File: src/rtl/vga_pattern_scheduler_if.sv
// VGA pattern scheduler bus: raw switches and counters in, pattern select out.
// Ports: i_SW1..4, i_CountCol/Row (to slave); o_Pattern, o_Auto, o_Pending, o_Frame_Start (from slave).
interface vga_pattern_scheduler_if #(
  parameter int CNT_W = 10
);
  logic             i_SW1;
  logic             i_SW2;
  logic             i_SW3;
  logic             i_SW4;
  logic [CNT_W-1:0] i_CountCol;
  logic [CNT_W-1:0] i_CountRow;
  logic [1:0]       o_Pattern;
  logic             o_Auto;
  logic             o_Pending;
  logic             o_Frame_Start;

  modport master (
    output i_SW1, i_SW2, i_SW3, i_SW4,
    output i_CountCol, i_CountRow,
    input  o_Pattern, o_Auto, o_Pending, o_Frame_Start
  );

  modport slave (
    input  i_SW1, i_SW2, i_SW3, i_SW4,
    input  i_CountCol, i_CountRow,
    output o_Pattern, o_Auto, o_Pending, o_Frame_Start
  );
endinterface

File: src/rtl/vga_pattern_scheduler.sv
// VGA pattern scheduler: switch conditioning, manual/auto mode, frame-aligned commit.
// Ports: CLK, i_RST_N (async low), vif (slave: switches, counters in; pattern, mode, frame pulse out).
module vga_pattern_scheduler #(
  parameter int DEBOUNCE_CYCLES = 250000,
  parameter int FRAMES_PER_STEP = 60,
  parameter int CNT_W           = 10
) (
  input logic                    CLK,
  input logic                    i_RST_N,
  vga_pattern_scheduler_if.slave vif
);
  localparam int DB_W = $clog2(DEBOUNCE_CYCLES);
  localparam int FR_W = (FRAMES_PER_STEP > 1) ? $clog2(FRAMES_PER_STEP) : 1;
  localparam logic [DB_W-1:0]  DB_LAST = DB_W'(DEBOUNCE_CYCLES - 1);
  localparam logic [FR_W-1:0]  FR_LAST = FR_W'(FRAMES_PER_STEP - 1);
  localparam logic [CNT_W-1:0] ORIGIN  = '0;

  typedef enum logic [1:0] {
    MANUAL_IDLE,
    MANUAL_PENDING,
    AUTO
  } mode_e;

  logic [3:0]      w_raw;
  logic [3:0]      r_meta;
  logic [3:0]      r_sync;
  logic [3:0]      r_lvl;
  logic [DB_W-1:0] r_cnt [4];
  logic [3:0]      w_mis;
  logic [3:0]      w_flip;
  logic [3:0]      w_press;

  logic            w_col;
  logic [1:0]      w_code;
  logic            w_origin;

  mode_e           r_state;
  mode_e           w_nxt;
  logic [1:0]      r_pat;
  logic [1:0]      r_pend;
  logic [FR_W-1:0] r_fcnt;
  logic            r_fs;
  logic            r_auto;
  logic            r_pflag;

  assign w_raw = {vif.i_SW4, vif.i_SW3, vif.i_SW2, vif.i_SW1};
  assign w_mis = r_sync ^ r_lvl;

  // The level flips on the edge where the mismatch run completes;
  // a press is that flip when the new level is high.
  always_comb begin
    w_flip  = '0;
    w_press = '0;
    for (int i = 0; i < 4; i++) begin
      w_flip[i]  = w_mis[i] && (r_cnt[i] == DB_LAST);
      w_press[i] = w_flip[i] && r_sync[i];
    end
  end

  always_ff @(posedge CLK or negedge i_RST_N) begin
    if (!i_RST_N) begin
      r_meta <= '0;
      r_sync <= '0;
      r_lvl  <= '0;
      for (int i = 0; i < 4; i++) r_cnt[i] <= '0;
    end else begin
      r_meta <= w_raw;
      r_sync <= r_meta;
      r_lvl  <= r_lvl ^ w_flip;
      for (int i = 0; i < 4; i++) begin
        if (!w_mis[i] || w_flip[i]) r_cnt[i] <= '0;
        else                        r_cnt[i] <= r_cnt[i] + 1'b1;
      end
    end
  end

  // Same-cycle colour presses: lowest switch number wins.
  always_comb begin
    w_col  = |w_press[2:0];
    w_code = 2'd0;
    if (w_press[0])      w_code = 2'd1;
    else if (w_press[1]) w_code = 2'd2;
    else if (w_press[2]) w_code = 2'd3;
  end

  assign w_origin = (vif.i_CountCol == ORIGIN) &&
                    (vif.i_CountRow == ORIGIN);

  // Colour beats SW4; a commit only retires the pending state
  // when no new press arrives on the same edge.
  always_comb begin
    w_nxt = r_state;
    if (w_col) begin
      w_nxt = MANUAL_PENDING;
    end else if (w_press[3]) begin
      w_nxt = (r_state == AUTO) ? MANUAL_IDLE : AUTO;
    end else if (w_origin && r_state == MANUAL_PENDING) begin
      w_nxt = MANUAL_IDLE;
    end
  end

  always_ff @(posedge CLK or negedge i_RST_N) begin
    if (!i_RST_N) begin
      r_state <= MANUAL_IDLE;
      r_pat   <= 2'd0;
      r_pend  <= 2'd0;
      r_fcnt  <= '0;
      r_fs    <= 1'b0;
      r_auto  <= 1'b0;
      r_pflag <= 1'b0;
    end else begin
      r_fs <= w_origin;
      // Commit acts on the mode held before this edge.
      if (w_origin) begin
        if (r_state == MANUAL_PENDING) begin
          r_pat <= r_pend;
        end else if (r_state == AUTO && !w_col && !w_press[3]) begin
          if (r_fcnt == FR_LAST) begin
            r_fcnt <= '0;
            r_pat  <= r_pat + 2'd1;
          end else begin
            r_fcnt <= r_fcnt + 1'b1;
          end
        end
      end
      if (w_col) begin
        r_pend <= w_code;
      end else if (w_press[3] && r_state != AUTO) begin
        r_pend <= 2'd0;
        r_fcnt <= '0;
      end
      r_state <= w_nxt;
      r_auto  <= (w_nxt == AUTO);
      r_pflag <= (w_nxt == MANUAL_PENDING);
    end
  end

  assign vif.o_Pattern     = r_pat;
  assign vif.o_Auto        = r_auto;
  assign vif.o_Pending     = r_pflag;
  assign vif.o_Frame_Start = r_fs;
endmodule
File: src/flat_wrapper.sv
// flat-port wrapper written by rule: the top's interface ports become plain ports
module vga_pattern_scheduler_flat 
#(
  parameter int DEBOUNCE_CYCLES = 250000,
  parameter int FRAMES_PER_STEP = 60,
  parameter int CNT_W           = 10
)
  (CLK, i_RST_N, vif_i_SW1, vif_i_SW2, vif_i_SW3, vif_i_SW4, vif_i_CountCol, vif_i_CountRow, vif_o_Pattern, vif_o_Auto, vif_o_Pending, vif_o_Frame_Start);
  vga_pattern_scheduler_if #(.CNT_W(CNT_W)) vif_i ();
  input logic CLK;
  input logic i_RST_N;
  input wire logic [$bits(vif_i.i_SW1)-1:0] vif_i_SW1;
  input wire logic [$bits(vif_i.i_SW2)-1:0] vif_i_SW2;
  input wire logic [$bits(vif_i.i_SW3)-1:0] vif_i_SW3;
  input wire logic [$bits(vif_i.i_SW4)-1:0] vif_i_SW4;
  input wire logic [$bits(vif_i.i_CountCol)-1:0] vif_i_CountCol;
  input wire logic [$bits(vif_i.i_CountRow)-1:0] vif_i_CountRow;
  output wire logic [$bits(vif_i.o_Pattern)-1:0] vif_o_Pattern;
  output wire logic [$bits(vif_i.o_Auto)-1:0] vif_o_Auto;
  output wire logic [$bits(vif_i.o_Pending)-1:0] vif_o_Pending;
  output wire logic [$bits(vif_i.o_Frame_Start)-1:0] vif_o_Frame_Start;
  assign vif_i.i_SW1 = vif_i_SW1;
  assign vif_i.i_SW2 = vif_i_SW2;
  assign vif_i.i_SW3 = vif_i_SW3;
  assign vif_i.i_SW4 = vif_i_SW4;
  assign vif_i.i_CountCol = vif_i_CountCol;
  assign vif_i.i_CountRow = vif_i_CountRow;
  assign vif_o_Pattern = vif_i.o_Pattern;
  assign vif_o_Auto = vif_i.o_Auto;
  assign vif_o_Pending = vif_i.o_Pending;
  assign vif_o_Frame_Start = vif_i.o_Frame_Start;
  vga_pattern_scheduler #(.DEBOUNCE_CYCLES(DEBOUNCE_CYCLES), .FRAMES_PER_STEP(FRAMES_PER_STEP), .CNT_W(CNT_W)) u_core (.CLK(CLK), .i_RST_N(i_RST_N), .vif(vif_i));
endmodule
File: config.mk
export PLATFORM = sky130hd
export DESIGN_NAME = vga_pattern_scheduler_flat
export DESIGN_NICKNAME = d
export VERILOG_FILES = /design/src/rtl/vga_pattern_scheduler_if.sv /design/src/rtl/vga_pattern_scheduler.sv /design/src/flat_wrapper.sv
export SDC_FILE = /design/constraint.sdc
export NUM_CORES = 1
export LEC_CHECK = 0
export CAP_MARGIN = 20
export CORE_MARGIN = 4
export CORE_UTILIZATION = 59
export CTS_CLUSTER_SIZE = 20
export DETAILED_ROUTE_END_ITERATION = 12
export GPL_ROUTABILITY_DRIVEN = 0
export PLACE_DENSITY = 0.79
export SLEW_MARGIN = 30
export SYNTH_ARGS = -nofsm -noshare
export SYNTH_HDL_FRONTEND = slang
export SYNTH_SLANG_ARGS = --single-unit
File: constraint.sdc
create_clock -name CLK -period 2.9 [get_ports CLK]
set_clock_uncertainty 0.15 [all_clocks]
set_input_delay 0.87 -clock CLK [delete_from_list [all_inputs] [get_ports CLK]]
set_output_delay 0.87 -clock CLK [all_outputs]
set_load 0.03 [all_outputs]
---- Word level (Yosys, flattened, before mapping) ----
Cells that the tools add are included.
W data, S select, Z words.
storage, ports and cells
  latch bits .............................. 0
  RAM bits ................................ 0
  input bits .............................. 26
  output and inout bits ................... 5
  flip-flop bits (word level) ............. 99
  memories kept ........................... 0
  bits in read-only memories .............. 0
cells by class
  mux-type cells .......................... 22
  equality and inequality tests ........... 10
  multiply operators ...................... 0
  div/mod/pow operators ................... 0
  shift operators ......................... 0
  bitwise gates (word level) .............. 2
  reduce and logical (&&, ||, !) cells .... 30
  order comparisons ....................... 0
  $add $sub $neg .......................... 6
operators by type and width
  kind                     number
  $add A18 B1 Y18 const B  4
  $eq A18 B18 Y1 const B   4
  $mux W18                 4
  $mux W6                  6
  $mux W2                  12
  $logic_not A10 Y1        2
  $logic_and A1 B1 Y1      13
  $xor A4 B4 Y4            2
  $add A6 B1 Y6 const B    1
  $eq A6 B6 Y1 const B     1
  $logic_not A1 Y1         6
  $reduce_bool A2 Y1       3
  $eq A2 B1 Y1 const B     2
  $eq A2 B2 Y1 const B     2
  $logic_or A1 B1 Y1       4
  $reduce_and A3 Y1        1
  $reduce_or A3 Y1         1
  $add A2 B1 Y2 const B    1
  $ne A2 B2 Y1 const B     1

---- Depth between registers and ports, before layout ----
  word-level depth ........................ 12
  gate-level depth with buffers ........... 9
  depth with buffers taken out ............ 7

---- Worst setup path before layout ----
No wires, ideal clock.
  kind .................................... input -> register
  start point ............................. in vif_i_CountRow[0]
  end point ............................... reg u_core.r_pat[1], in the netlist u_core.vif.o_Pattern[1]
  stages on the path ...................... 6
  library setup time ...................... 0.096 ns
  data arrival time ....................... 2.639 ns
  slack ................................... 0.015 ns
  cells stage by stage .................... or4_1 > nor2_1 > nand2_2 > nor3_1 > a31oi_1 > a311oi_2
between the ends
  cells in the longest elaborated chain, start to end .. 3
ends and longest elaborated chain
  what                                line                          text
  start: declaration                  flat_wrapper.sv:17            input wire logic [$bits(vif_i.i_CountRow)-1:0] vif_i_CountRow;
  $logic_not A10 Y1                   vga_pattern_scheduler.sv:87   (vif.i_CountRow == ORIGIN);
  $logic_and A1 B1 Y1                 vga_pattern_scheduler.sv:86   assign w_origin = (vif.i_CountCol == ORIGIN) &&
  $reduce_and A3 Y1 (no source line)  n/a
  end signal: assignment              vga_pattern_scheduler.sv:116  r_pat <= r_pend;
  end signal: assignment              vga_pattern_scheduler.sv:120  r_pat <= r_pat + 2'd1;
  end: declaration                    vga_pattern_scheduler.sv:39   logic [1:0] r_pat;
Every way passes these cells.
A chain may end at the register's enable or synchronous reset.

---- Worst setup path in the final report ----
  start point ............................. in vif_i_CountRow[0]
  end point ............................... reg u_core.r_fcnt[1]
between the ends
  cells in the longest elaborated chain, start to end .. 5
ends and longest elaborated chain
  what                     line                          text
  $logic_not A10 Y1 (*)    vga_pattern_scheduler.sv:87
  $logic_and A1 B1 Y1 (*)  vga_pattern_scheduler.sv:86
  $mux W6 (*)              vga_pattern_scheduler.sv:114  if (w_origin) begin
  $mux W6                  vga_pattern_scheduler.sv:128  end else if (w_press[3] && r_state != AUTO) begin
  $mux W6 (*)              vga_pattern_scheduler.sv:126  if (w_col) begin
  end signal: assignment   vga_pattern_scheduler.sv:122  r_fcnt <= r_fcnt + 1'b1;
  end: declaration         vga_pattern_scheduler.sv:41   logic [FR_W-1:0] r_fcnt;
Mark *: on every way between the ends. The rest lies on a longest branch, timed or not.

==> out/results.md <==
| Parameter | Reported |
|---|---|
| TritonCTS clock tree | done |
| Element type at the critical path start | primary input |
| Highest ir drop seen on vdd | 408 uV |
| Main synth FF type | sky130_fd_sc_hd__dfrtp_1 |
| Instance area at placement | 5350 um^2 |
| Area of the die | 9840 um^2 |
| CP max-delay cell | sky130_fd_sc_hd__or4_1 |
| Cells traversed along the worst timing path | clkdlybuf4s50_1, or4_1, nor2_1, nand2_2, nor3_1, buf_4, o21ai_0, a22o_1 |
| Wire length of the first global-routing pass | 16600 um |
| Top library cells by usage in the layout, fill and taps aside | sky130_fd_sc_hd__dfrtp_1, sky130_fd_sc_hd__nor2_1, sky130_fd_sc_hd__xor2_1 |
| Nets in the synthesized netlist | 532 |
| Post-synthesis sequential area ratio | 50.5% |
| Worst Setup Path Type | primary input to register |
| Number of cell rows | 32 |
| Buffers and inverters on the worst path | 2 |
| Gate Count Post-Synth | 501 |
| Data arrival time of the critical path | 2830 ps |
| Wire per inst | 14.6 um |
| Warnings, synthesis | 0 |
| Count of cell types in the netlist | 52 |
| Die Span Y | 99.2 um |
| Cts hold-fix bufs | 0 |
| Antenna violations before repair | 0 |
| Proportion of synthesized flip-flops having asynchronous set or reset | 100% |
| Cell family with most CP delay | simple AND/OR/NAND/NOR gates |
| Total instance count after detailed placement | 630 |
| Clock H-tree levels | 3 |
| Final Net Count | 570 |
| Period Utilization, post-route | 94.4% |
| Clock tree sinks | 99 |
| First-pass detailed-route iteration total | 5 |
| Post-Syn Area | 4900 um^2 |
| Highest achievable clock rate | 0.365 GHz |
| Fraction of layout cells with a size suffix above 1 | 6.99% |
| Initial detailed-routing violation count | 228 |
| Final instance count without filler cells | 646 |
| Count of boundary I/O pins | 31 |
| Leading cell type in the layout, fill and taps excluded | sky130_fd_sc_hd__dfrtp_1 |
| Horizontal die dimension | 99.2 um |
| Element type at the critical path end | register |
| Leftover overflow at the end of global routing | 0 |
| Number of pins with negative max-slew slack in the final report | 0 |
| Area overhead of the layout relative to synthesis | 14.7% |
| Worst Path Required | 2990 ps |
| Overall power consumption | 2.68 mW |
| Clock buffers created by TritonCTS | 9 |
| CTS root buf | sky130_fd_sc_hd__clkbuf_8 |
| Outcome | finished, final reports clean |
| Clock input transition at the sequential cells of the worst setup and hold paths | 90 ps |
| Final critical path time including I/O delays and setup | 2740 ps |
| Post_cts resized | 0 |
| Number of synthesized register bits | 99 |
| Initial Util | 62.2% |
| Largest stage delay on the critical path | 530 ps |
| Via density | 5.77 |
| Tightest Pin Transition | 653 ps |
| ANT nets after route | 0 |
| Clock insertion delay at the later pin of the skew report | 360 ps |
| Unrepaired setup endpoints after global routing | false |
| Clock buffer depth | 2 |
| Setup Viol. Count Final | 0 |
| Vias after detailed routing | 3726 |
| Residual DRC | 0 |
| Synthesized area divided by synthesized cell count | 9.79 um^2 |
| Max capacitance violation total | 0 |
| Maximum number of pins on one net before global-route repair | 51 |
| Vias in the first global route | 3605 |
| Power per cell area | 477 nW/um^2 |
| Estimated wirelength of the detail-placed design | 6610 um |
| Final count of hold timing violations | 0 |
| Static Leakage | 2.47 nW |
| # port buffers | 30 |
| Antenna diodes | 0 |
| Setup Total Neg Slack | 0 ps |
| Core area | 7890 um^2 |
| Remaining max-slew budget at the tightest pin | 56.5% |
| Number of synthesized flops with an enable pin | 0 |
| Non-Filler Cell Area, Final | 5620 um^2 |
| Drt total wl | 9420 um |
| Tightest Hold Check Type | register to register |
| Maximum fanout along the worst path | 10 |
| Post-CTS setup buffer count | 0 |
| GRT Util Overall | 20.7% |
## cell usage after synthesis (8+ instances only)
master,count,area share (%)
sky130_fd_sc_hd__dfrtp_1,99,51
sky130_fd_sc_hd__nor2_1,90,6.9
sky130_fd_sc_hd__xor2_1,32,5.7
sky130_fd_sc_hd__nand3_1,31,3.2
sky130_fd_sc_hd__nand2_1,30,2.3
sky130_fd_sc_hd__xnor2_1,29,5.2
sky130_fd_sc_hd__and3_1,22,2.8
sky130_fd_sc_hd__nand4_1,17,2.2
sky130_fd_sc_hd__nor4_1,14,1.8
sky130_fd_sc_hd__inv_1,11,0.84
sky130_fd_sc_hd__clkbuf_1,8,0.61
## power breakdown
group	internal, mW	switching [mW]
Sequential	1.40	0.0130
Clock	0.685	0.471
Combinational	0.0521	0.0639
## final cells by class
cell class | instances | area [um^2]
flip-flops and latches | 99 | 2480
multi-input cells | 379 | 2330
fillers | 602 | 2260
repair buffers | 39 | 378
clock buffers | 10 | 138
clock inverters | 6 | 136
well taps | 102 | 128
inverters | 11 | 41.3
## state kept, by name, summed over array words and instances, names as in the netlist, named ones only
name and flops:
u_core.r_cnt 72, u_core.r_fcnt 6, u_core.r_meta 4, u_core.r_pend 2, u_core.r_state 2, u_core.r_sync 4, u_core.vif.o_Auto 1, u_core.vif.o_Frame_Start 1
u_core.vif.o_Pattern 2, u_core.vif.o_Pending 1
## worst register-to-register path, stage by stage (launching register included)
cell                       delay [ps]
sky130_fd_sc_hd__dfrtp_1          420
sky130_fd_sc_hd__nand4b_1         210
sky130_fd_sc_hd__or4_1            540
sky130_fd_sc_hd__or4_4            530
sky130_fd_sc_hd__and3_4           270
sky130_fd_sc_hd__and2_4           160
sky130_fd_sc_hd__a22o_1           240
## path summary, 6_finish.rpt
| path | start | to | slack [ps] | depth (start not counted) |
|---|---|---|---|---|
| max in group asynchronous | i_RST_N | u_core.r_meta[2] | 1560 | 2 |
| min | u_core.r_meta[2] | u_core.r_sync[2] | 200 | 0 |
| max reg2reg | u_core.r_cnt[58] | u_core.r_fcnt[1] | 280 | 6 |
| min in group asynchronous | i_RST_N | u_core.r_cnt[47] | 370 | 1 |
| max | vif_i_CountRow[0] | u_core.r_fcnt[1] | 160 | 8 |
| min reg2reg | u_core.r_meta[2] | u_core.r_sync[2] | 200 | 0 |
## kinds of logic after synthesis
kind of cell	Yosys count	synth area share (%)
buffers and inverters	23	2.07
AO/OA/AOI/OAI	37	5.05
adder cells (fa/ha/maj)	5	1.28
flip-flops	99	50.5
multiplexers	4	0.918
AND/OR/NAND/NOR	272	29.3
XOR/XNOR	61	10.9
## metrics by stage
stage	util [%]	hold WS, ps	worst slack (ps)
2_1_floorplan	-	181	15.4
5_1_grt	71.3	211	64.8
6_report	71.3	205	164
4_1_cts	71.3	206	154
3_5_place_dp	67.8	189	-179
3_3_place_gp	67.8	182	-104
## per-layer routing
metal | vias up | track usage, % | routed length, um
li1 | 1828 | - | -
met1 | 1775 | 29.0 | 4340
met2 | 109 | 32.8 | 4400
met3 | 14 | 3.79 | 538
met4 | 0 | 6.83 | 149
met5 | - | 0 | 0
Power figures use the tool's default switching activity.
